$ cat src/rtl/mem_arb_pkg.sv
// Shared definitions for the fetch/data memory arbiter.
//   arb_state_e : controller FSM states
//   RW_*        : ram_rw / mem_rw encodings
//   OWNER_*     : grant owner encodings
//   lanes_of()  : byte-lane count for a given data width
package mem_arb_pkg;

  typedef enum logic [1:0] {
    IDLE  = 2'd0,
    ISSUE = 2'd1,
    WAIT  = 2'd2,
    RESP  = 2'd3
  } arb_state_e;

  localparam logic RW_READ   = 1'b0;
  localparam logic RW_WRITE  = 1'b1;

  localparam logic OWNER_IF  = 1'b0;
  localparam logic OWNER_MEM = 1'b1;

  function automatic int unsigned lanes_of(input int unsigned data_w);
    return data_w / 8;
  endfunction

endpackage

$ cat src/rtl/mem_arb_sel.sv
// Grant selector for the memory arbiter.
// Data wins by default. Fetch wins when it is the only requester, or when
// both request and data has already taken STARVE_MAX grants in a row while
// fetch was waiting.
//   clock, reset : system clock, synchronous active-high reset
//   if_req       : fetch request
//   mem_req      : data request
//   grant        : a grant is being made this cycle (updates the streak)
//   owner        : OWNER_IF / OWNER_MEM choice for this cycle (combinational)
module mem_arb_sel
  import mem_arb_pkg::*;
#(
  parameter int unsigned STARVE_MAX = 4
) (
  input  logic clock,
  input  logic reset,
  input  logic if_req,
  input  logic mem_req,
  input  logic grant,
  output logic owner
);

  localparam int unsigned SW = $clog2(STARVE_MAX + 1);
  localparam logic [SW-1:0] STREAK_CAP = SW'(STARVE_MAX);

  logic [SW-1:0] streak_q, streak_d;

  always_comb begin
    owner = OWNER_MEM;
    if (if_req && (!mem_req || (streak_q == STREAK_CAP))) begin
      owner = OWNER_IF;
    end
  end

  // Streak only grows while fetch is actually being held off; any fetch grant
  // or an uncontended data grant restarts it.
  always_comb begin
    streak_d = streak_q;
    if (grant) begin
      if ((owner == OWNER_MEM) && if_req) begin
        if (streak_q != STREAK_CAP) begin
          streak_d = streak_q + SW'(1);
        end
      end else begin
        streak_d = '0;
      end
    end
  end

  always_ff @(posedge clock) begin
    if (reset) begin
      streak_q <= '0;
    end else begin
      streak_q <= streak_d;
    end
  end

endmodule

$ cat src/rtl/mem_arb_ctrl.sv
// Fetch/data arbiter onto one single-port byte-lane RAM.
// Each access runs IDLE -> ISSUE -> WAIT (WAIT_CYC cycles) -> RESP, with a
// one-cycle ack pulse to the owner in RESP. Data accesses with no byte
// enables skip the RAM and go straight to RESP.
//   clock, reset              : system clock, synchronous active-high reset
//   if_req/if_addr            : fetch request (read-only, full word)
//   if_ack/if_rdata           : fetch completion pulse / held fetched word
//   mem_req/rw/addr/be/wdata  : data request
//   mem_ack/mem_rdata         : data completion pulse / held masked read data
//   ram_en/rw/addr/be/wdata   : RAM strobe and command (strobe only in ISSUE)
//   ram_rdata                 : RAM read data
//   busy                      : high whenever not IDLE
module mem_arb_ctrl
  import mem_arb_pkg::*;
#(
  parameter  int unsigned ADDR_W     = 32,
  parameter  int unsigned DATA_W     = 32,
  parameter  int unsigned WAIT_CYC   = 1,
  parameter  int unsigned STARVE_MAX = 4,
  localparam int unsigned LANES      = lanes_of(DATA_W)
) (
  input  logic              clock,
  input  logic              reset,
  input  logic              if_req,
  input  logic [ADDR_W-1:0] if_addr,
  output logic              if_ack,
  output logic [DATA_W-1:0] if_rdata,
  input  logic              mem_req,
  input  logic              mem_rw,
  input  logic [ADDR_W-1:0] mem_addr,
  input  logic [LANES-1:0]  mem_be,
  input  logic [DATA_W-1:0] mem_wdata,
  output logic              mem_ack,
  output logic [DATA_W-1:0] mem_rdata,
  output logic              ram_en,
  output logic              ram_rw,
  output logic [ADDR_W-1:0] ram_addr,
  output logic [LANES-1:0]  ram_be,
  output logic [DATA_W-1:0] ram_wdata,
  input  logic [DATA_W-1:0] ram_rdata,
  output logic              busy
);

  localparam logic [3:0] WAIT_INIT = 4'((WAIT_CYC > 0) ? (WAIT_CYC - 1) : 0);

  arb_state_e        state_q, state_d;
  logic              owner_q, owner_d;
  logic [ADDR_W-1:0] addr_q, addr_d;
  logic              rw_q, rw_d;
  logic [LANES-1:0]  be_q, be_d;
  logic [DATA_W-1:0] wdata_q, wdata_d;
  logic [3:0]        wcnt_q, wcnt_d;
  logic [DATA_W-1:0] if_rdata_q, if_rdata_d;
  logic [DATA_W-1:0] mem_rdata_q, mem_rdata_d;

  logic grant;
  logic sel_owner;
  logic capture;

  mem_arb_sel #(
    .STARVE_MAX (STARVE_MAX)
  ) u_sel (
    .clock   (clock),
    .reset   (reset),
    .if_req  (if_req),
    .mem_req (mem_req),
    .grant   (grant),
    .owner   (sel_owner)
  );

  always_comb begin
    state_d     = state_q;
    owner_d     = owner_q;
    addr_d      = addr_q;
    rw_d        = rw_q;
    be_d        = be_q;
    wdata_d     = wdata_q;
    wcnt_d      = wcnt_q;
    if_rdata_d  = if_rdata_q;
    mem_rdata_d = mem_rdata_q;
    grant       = 1'b0;
    capture     = 1'b0;

    unique case (state_q)
      IDLE: begin
        if (if_req || mem_req) begin
          grant   = 1'b1;
          owner_d = sel_owner;
          if (sel_owner == OWNER_IF) begin
            addr_d  = if_addr;
            rw_d    = RW_READ;
            be_d    = '1;
            wdata_d = '0;
            state_d = ISSUE;
          end else begin
            addr_d  = mem_addr;
            rw_d    = mem_rw;
            be_d    = mem_be;
            wdata_d = mem_wdata;
            if (mem_be == '0) begin
              // No lanes enabled: complete without touching the RAM.
              state_d = RESP;
              if (mem_rw == RW_READ) begin
                mem_rdata_d = '0;
              end
            end else begin
              state_d = ISSUE;
            end
          end
        end
      end
      ISSUE: begin
        if (WAIT_CYC > 0) begin
          wcnt_d  = WAIT_INIT;
          state_d = WAIT;
        end else begin
          state_d = RESP;
          capture = 1'b1;
        end
      end
      WAIT: begin
        if (wcnt_q == '0) begin
          state_d = RESP;
          capture = 1'b1;
        end else begin
          wcnt_d = wcnt_q - 4'd1;
        end
      end
      RESP: begin
        state_d = IDLE;
      end
      default: begin
        state_d = IDLE;
      end
    endcase

    if (capture && (rw_q == RW_READ)) begin
      if (owner_q == OWNER_IF) begin
        if_rdata_d = ram_rdata;
      end else begin
        for (int unsigned i = 0; i < LANES; i++) begin
          mem_rdata_d[8*i +: 8] = be_q[i] ? ram_rdata[8*i +: 8] : 8'h00;
        end
      end
    end
  end

  always_ff @(posedge clock) begin
    if (reset) begin
      state_q     <= IDLE;
      owner_q     <= OWNER_IF;
      addr_q      <= '0;
      rw_q        <= RW_READ;
      be_q        <= '0;
      wdata_q     <= '0;
      wcnt_q      <= '0;
      if_rdata_q  <= '0;
      mem_rdata_q <= '0;
    end else begin
      state_q     <= state_d;
      owner_q     <= owner_d;
      addr_q      <= addr_d;
      rw_q        <= rw_d;
      be_q        <= be_d;
      wdata_q     <= wdata_d;
      wcnt_q      <= wcnt_d;
      if_rdata_q  <= if_rdata_d;
      mem_rdata_q <= mem_rdata_d;
    end
  end

  assign ram_en    = (state_q == ISSUE);
  assign ram_rw    = rw_q;
  assign ram_addr  = addr_q;
  assign ram_be    = be_q;
  assign ram_wdata = wdata_q;
  assign if_ack    = (state_q == RESP) && (owner_q == OWNER_IF);
  assign mem_ack   = (state_q == RESP) && (owner_q == OWNER_MEM);
  assign if_rdata  = if_rdata_q;
  assign mem_rdata = mem_rdata_q;
  assign busy      = (state_q != IDLE);

endmodule
$ cat config.mk
export PLATFORM = sky130hd
export DESIGN_NAME = mem_arb_ctrl
export DESIGN_NICKNAME = d
export VERILOG_FILES = /design/src/rtl/mem_arb_pkg.sv /design/src/rtl/mem_arb_sel.sv /design/src/rtl/mem_arb_ctrl.sv
export SDC_FILE = /design/constraint.sdc
export NUM_CORES = 1
export LEC_CHECK = 0
export ABC_AREA = 1
export CORE_ASPECT_RATIO = 0.75
export CORE_MARGIN = 2
export CORE_UTILIZATION = 45
export CTS_CLUSTER_DIAMETER = 50
export DETAILED_ROUTE_END_ITERATION = 10
export PLACE_DENSITY = 0.86
export SYNTH_ARGS = -nofsm -noshare
export SYNTH_HDL_FRONTEND = slang
export SYNTH_SLANG_ARGS = --single-unit
$ cat constraint.sdc
create_clock -name clock -period 3.2 [get_ports clock]
set_clock_uncertainty 0.1 [all_clocks]
set_input_delay 0.32 -clock clock [delete_from_list [all_inputs] [get_ports clock]]
set_output_delay 0.32 -clock clock [all_outputs]
set_load 0.02 [all_outputs]
==> results of run 1 <==
[flip-flops by register name (all words and copies together), names as in the netlist]
register,count
if_rdata,32
mem_rdata,32
owner_q,1
ram_addr,32
ram_be,4
ram_rw,1
ram_wdata,32
state_q,2
u_sel.streak_q,3
wcnt_q,4
[through the flow]
step,worst slack (ns),total power (W),cell area [um^2],utilization
CTS,0.797,0.00581,9420,0.729
global route,0.595,0.00603,9420,0.729
floorplan,1.56,0.00292,5950,-
detailed placement,0.889,0.00363,8770,0.678
global placement,0.985,0.00360,8770,0.678
finish,0.768,0.00578,9420,0.729
[power groups by stage]
stage	sequential (W)	combinational (W)	clock, W
after detailed placement	0.00214	0.00149	0
after CTS	0.00210	0.00150	0.00221
after global routing	0.00213	0.00162	0.00228
after floorplan	0.00237	0.000553	0
final	0.00210	0.00150	0.00217
after global placement	0.00213	0.00147	0
[critical path: stages (launching register included)]
cell	delay (ns)
dfxtp_1	0.33
inv_1	0.12
ha_1	0.26
inv_2	0.06
nor2_4	0.12
nand4_2	0.52
buf_4	0.48
o21ai_0	0.25
a21oi_1	0.08
[cell usage in the layout, fill, tap and decap left out, drive strengths merged]
cell type      Yosys  routed
clkdlybuf4s50      0     272
nand2            217     217
dfxtp            143     143
inv              118     125
a21oi            109     109
nand3             67      67
o21ai             40      40
o211ai            32      32
clkbuf            25      19
nor2              18      18
buf               27      13
ha                 7       7
bufinv             0       4
or2                2       2
xor2               2       2
clkinvlp           0       2
nand4              2       2
a211oi             1       1
xnor2              1       1
clkinv             1       1
[cells in the mapped netlist]
library cell,n
a211oi_1,1
a21oi_1,109
buf_1,1
buf_2,26
clkbuf_1,25
clkinv_1,1
dfxtp_1,143
ha_1,7
inv_1,117
inv_2,1
nand2_1,217
nand3_1,67
nand4_2,1
nand4_4,1
nor2_1,12
nor2_2,1
nor2_4,5
o211ai_1,32
o21ai_0,30
o21ai_1,10
or2_2,2
xnor2_1,1
xor2_1,2
[final timing paths]
kind	start	to	slack (ns)	cells past startpoint
worst min register to register	if_rdata[30]	if_rdata[30]	0.35	2
worst max-delay path	state_q[0]	if_rdata[27]	0.77	8
worst min-delay path	reset	ram_be[2]	0.17	4
worst max register to register	state_q[0]	if_rdata[27]	0.77	8
[routing by layer]
metal  GRT usage  part of all wire  up-vias
li1            -                 -     3098
met1       0.317              0.41     2786
met2       0.424              0.47      247
met3      0.0734             0.091       37
met4       0.100             0.024        0
met5           0                 0        -
[cell families after synthesis]
kind of cell	Yosys count	share of synthesized area
simple gates	306	0.219
compound gates	182	0.167
fa+ha+maj	7	0.0147
flops	143	0.481
buf+inv	171	0.113
xor+xnor	3	0.00442
[layout make-up]
cell class / instances / share of cell area
clock inverters: 13 / 0.0211
flip-flops and latches: 143 / 0.304
clock buffers: 19 / 0.0481
multi-input cells: 498 / 0.257
repair buffers: 285 / 0.299
well taps: 171 / 0.0227
inverters: 119 / 0.0474
==> metrics.csv, run 1 <==
metric;value;unit
first-pass GRT wire length;29.0;mm
Max clock buf depth;2;
# diodes;0;
syn_nets;956;
HP Class;in2reg;
CTS tree;done;
Cell Area, Synth;5950;um^2
register area;2860;um^2
# DRC;0;
RSZ-0062 raised after global routing;no;
Multi-input gate area;2420;um^2
fin nets;1208;
final worst-path cycle share;0.760;
share of the synthesized area in the top cell type;0.481;
post-route setup TNS;0;ns
final RePlAce weighted congestion;0.808;
Clock Power Share;0.376;
Resized cells post-CTS;0;
setup bufs post-CTS;0;
largest net degree at the start of global routing;70;
WL per Instance;14.7;um
# Max-Cap Violations;0;
initial antenna violation count;0;
yosys warns;0;
final slew viol count;0;
port buffer count;273;
Period minus WS final;2.43;ns
cell internal pwr;0.00403;W
P_leak;3.93;nW
Core Region;12900;um^2
Critical Path Source Type;flop;
CTS clk-pin slew, worst paths;0.06;ns
die area;14200;um^2
element type at the critical path end;flop;
Die Wd;137;um
# rows;36;
CTS Sinks;143;
vias post-DR;6168;
Post-Route WL;18.4;mm
PwrDens;613;nW/um^2
Hold Slack;0.173;ns
FILL cells;1016;
area grow syn2layout;58.3;%
total grt overflow;0;
worst-margin pin slew;0.744;ns
Max-slew headroom;0.504;
synth top area cells;dfxtp_1 48%, nand2_1 14%, a21oi_1 9.2%;
Top-Level Pins;274;
Clk Latency, worst-skew pair;0.41;ns
Seq/Total Area, Yosys;0.481;
Root Buffer;clkbuf_16;
DRT antenna net count;0;
drt via density;4.94;
Sw Ratio;0.302;
final setup vio count;0;
DIE HEIGHT;104;um
Cells after Synth;812;
vias in the first global route;5922;
Inst Count DP;1216;
share of power burned in registers;0.364;
H-tree Lvls;4;
CP required;3.39;ns
CTS buffer count;17;
net switching power figure;0.00174;W
Starting DRT DRC Count;302;
ratio of cells with drive above 1 in the final layout;0.0557;
GRT Resource Usage Total;0.258;
cts hold-fix bufs;0;
crit path max fanout;38;
fmax;411;MHz
Max IR drop VDD;0.000411;V
Crit Path Class;reg2reg;
Gate power share;0.259;
synth unique cells;23;
syn_area_per_cell;7.33;um^2
TritonRoute pass-1 iters;5;
Finished Layout Cells;1248;
Detail Placement HPWL;12.7;mm
Worst EP arrival;2.62;ns
outcome;finished, final reports clean;
number of synthesized register bits;143;
initial core utilization;0.460;
Hold Vio Cnt, Final;0;
Yosys top cell by area;dfxtp_1;
Note: power is estimated with default switching activity, not from simulation.
==> inputs of run 2 (changes only) <==
- CORE_UTILIZATION: 45 -> 38
- PLACE_DENSITY: 0.86 -> 0.78
- clock period: 3.2 -> 2.2 ns (I/O delays scaled with it)
==> run 2 against run 1 <==
First-iteration DRC count fell by 21%. Sequential power rose by 45%. Flip-flop and latch count did not move. Total power rose by 45%. Hold slack got worse by 0.074 ns. Non-clock buffer count rose by 4. Worst setup slack got worse by 0.58 ns. Die area rose by 18%.
==> metrics.csv, run 2 (synthesis results as in run 1) <==
metric;value;unit
Max-slew headroom;0.486;
DRT antenna net count;0;
# diodes;0;
# rows;39;
HP Class;in2reg;
r2r setup slk;0.30;ns
CTS clk-pin slew, worst paths;0.06;ns
Die Wd;148;um
FILL cells;1376;
final slew viol count;0;
Crit Path Class;reg2out;
# DRC;0;
post-route setup TNS;0;ns
PwrDens;876;nW/um^2
element type at the critical path end;output port;
Root Buffer;clkbuf_16;
Core Region;15300;um^2
H-tree Lvls;4;
worst-margin pin slew;0.771;ns
CTS tree;done;
first-pass GRT wire length;29.1;mm
fmax;497;MHz
CTS buffer count;17;
setup bufs post-CTS;0;
P_leak;3.98;nW
Period minus WS final;2.01;ns
crit path max fanout;3;
Critical Path Source Type;flop;
CP required;1.88;ns
initial antenna violation count;0;
worst r2r src;state_q[0];
# Max-Cap Violations;0;
Inst Count DP;1254;
die area;16700;um^2
Max clock buf depth;2;
Hold Path Origin;reset;
initial core utilization;0.389;
Worst EP arrival;1.69;ns
port buffer count;273;
CTS Sinks;143;
leading cell type in the layout, fill and taps excluded;clkdlybuf4s50_1;
vias post-DR;6016;
drt via density;4.68;
area grow syn2layout;60.6;%
TritonRoute pass-1 iters;4;
vias in the first global route;5744;
cts hold-fix bufs;0;
Hold Slack;0.0985;ns
final RePlAce weighted congestion;0.793;
total grt overflow;0;
largest net degree at the start of global routing;70;
WL per Instance;14.0;um
Worst Setup SP;state_q[0];
Max IR drop VDD;0.000598;V
outcome;finished, final reports clean;
final setup vio count;0;
fin nets;1212;
Clk Latency, worst-skew pair;0.41;ns
final worst-path cycle share;0.915;
RSZ-0062 raised after global routing;no;
Finished Layout Cells;1285;
Top-Level Pins;274;
Post-Route WL;18.0;mm
DIE HEIGHT;112;um
most frequent cells in the layout;271 x clkdlybuf4s50_1, 216 x nand2_1, 143 x dfxtp_1;
Starting DRT DRC Count;238;
Hold Vio Cnt, Final;0;
ratio of cells with drive above 1 in the final layout;0.0574;
GRT Resource Usage Total;0.219;
Detail Placement HPWL;12.7;mm
## run 2: worst paths after layout
check,end,cells past startpoint
min reg2reg,if_rdata[10],2
min,if_rdata[15],4
max reg2reg,mem_rdata[18],8
max,if_ack,4
## run 2: final cells by class
| class | instances | area (um^2) | area share |
|---|---|---|---|
| clock buffer | 19 | 443 | 0.0464 |
| timing repair buffer | 289 | 2930 | 0.307 |
| inverter | 119 | 447 | 0.0468 |
| clock inverter | 12 | 184 | 0.0193 |
| tap | 205 | 256 | 0.0269 |
| multi-input combinational | 498 | 2420 | 0.254 |
| sequential | 143 | 2860 | 0.300 |
## run 2: what timing repair did
action                                  4_1_cts  5_1_grt
hold endpoints to repair                      0        0
endpoints found under the setup margin        1        0
resized for setup                             1        0
## run 2: worst max-delay path, stage by stage, from the launching register on
cell             delay, ns
dfxtp_1               0.35
ha_1                  0.18
inv_1                 0.04
nor2_1                0.08
clkdlybuf4s50_1       0.63
## run 2: per-layer routing
metal | track usage | vias to the layer above | share of wire
met4 | 0.0667 | 0 | 0.015
met2 | 0.355 | 191 | 0.45
met3 | 0.0768 | 22 | 0.085
met5 | 0 | - | 0
met1 | 0.277 | 2701 | 0.45
li1 | - | 3102 | -
## run 2: power by group
group          switching, W  total [W]  internal [W]
registers          0.000161    0.00305       0.00289
logic               0.00119    0.00223       0.00104
clock network       0.00115    0.00308       0.00193
total               0.00250    0.00837       0.00587
## run 2: through the flow
stage / area (um^2) / power (W) / worst slack, ns / utilization
after floorplan: 5950 / 0.00425 / 0.565 / -
after global placement: 8930 / 0.00533 / 0.300 / 0.584
after detailed placement: 8930 / 0.00535 / 0.233 / 0.584
after CTS: 9550 / 0.00844 / 0.148 / 0.625
after global routing: 9550 / 0.00876 / 0.0708 / 0.625
final: 9550 / 0.00837 / 0.187 / 0.625
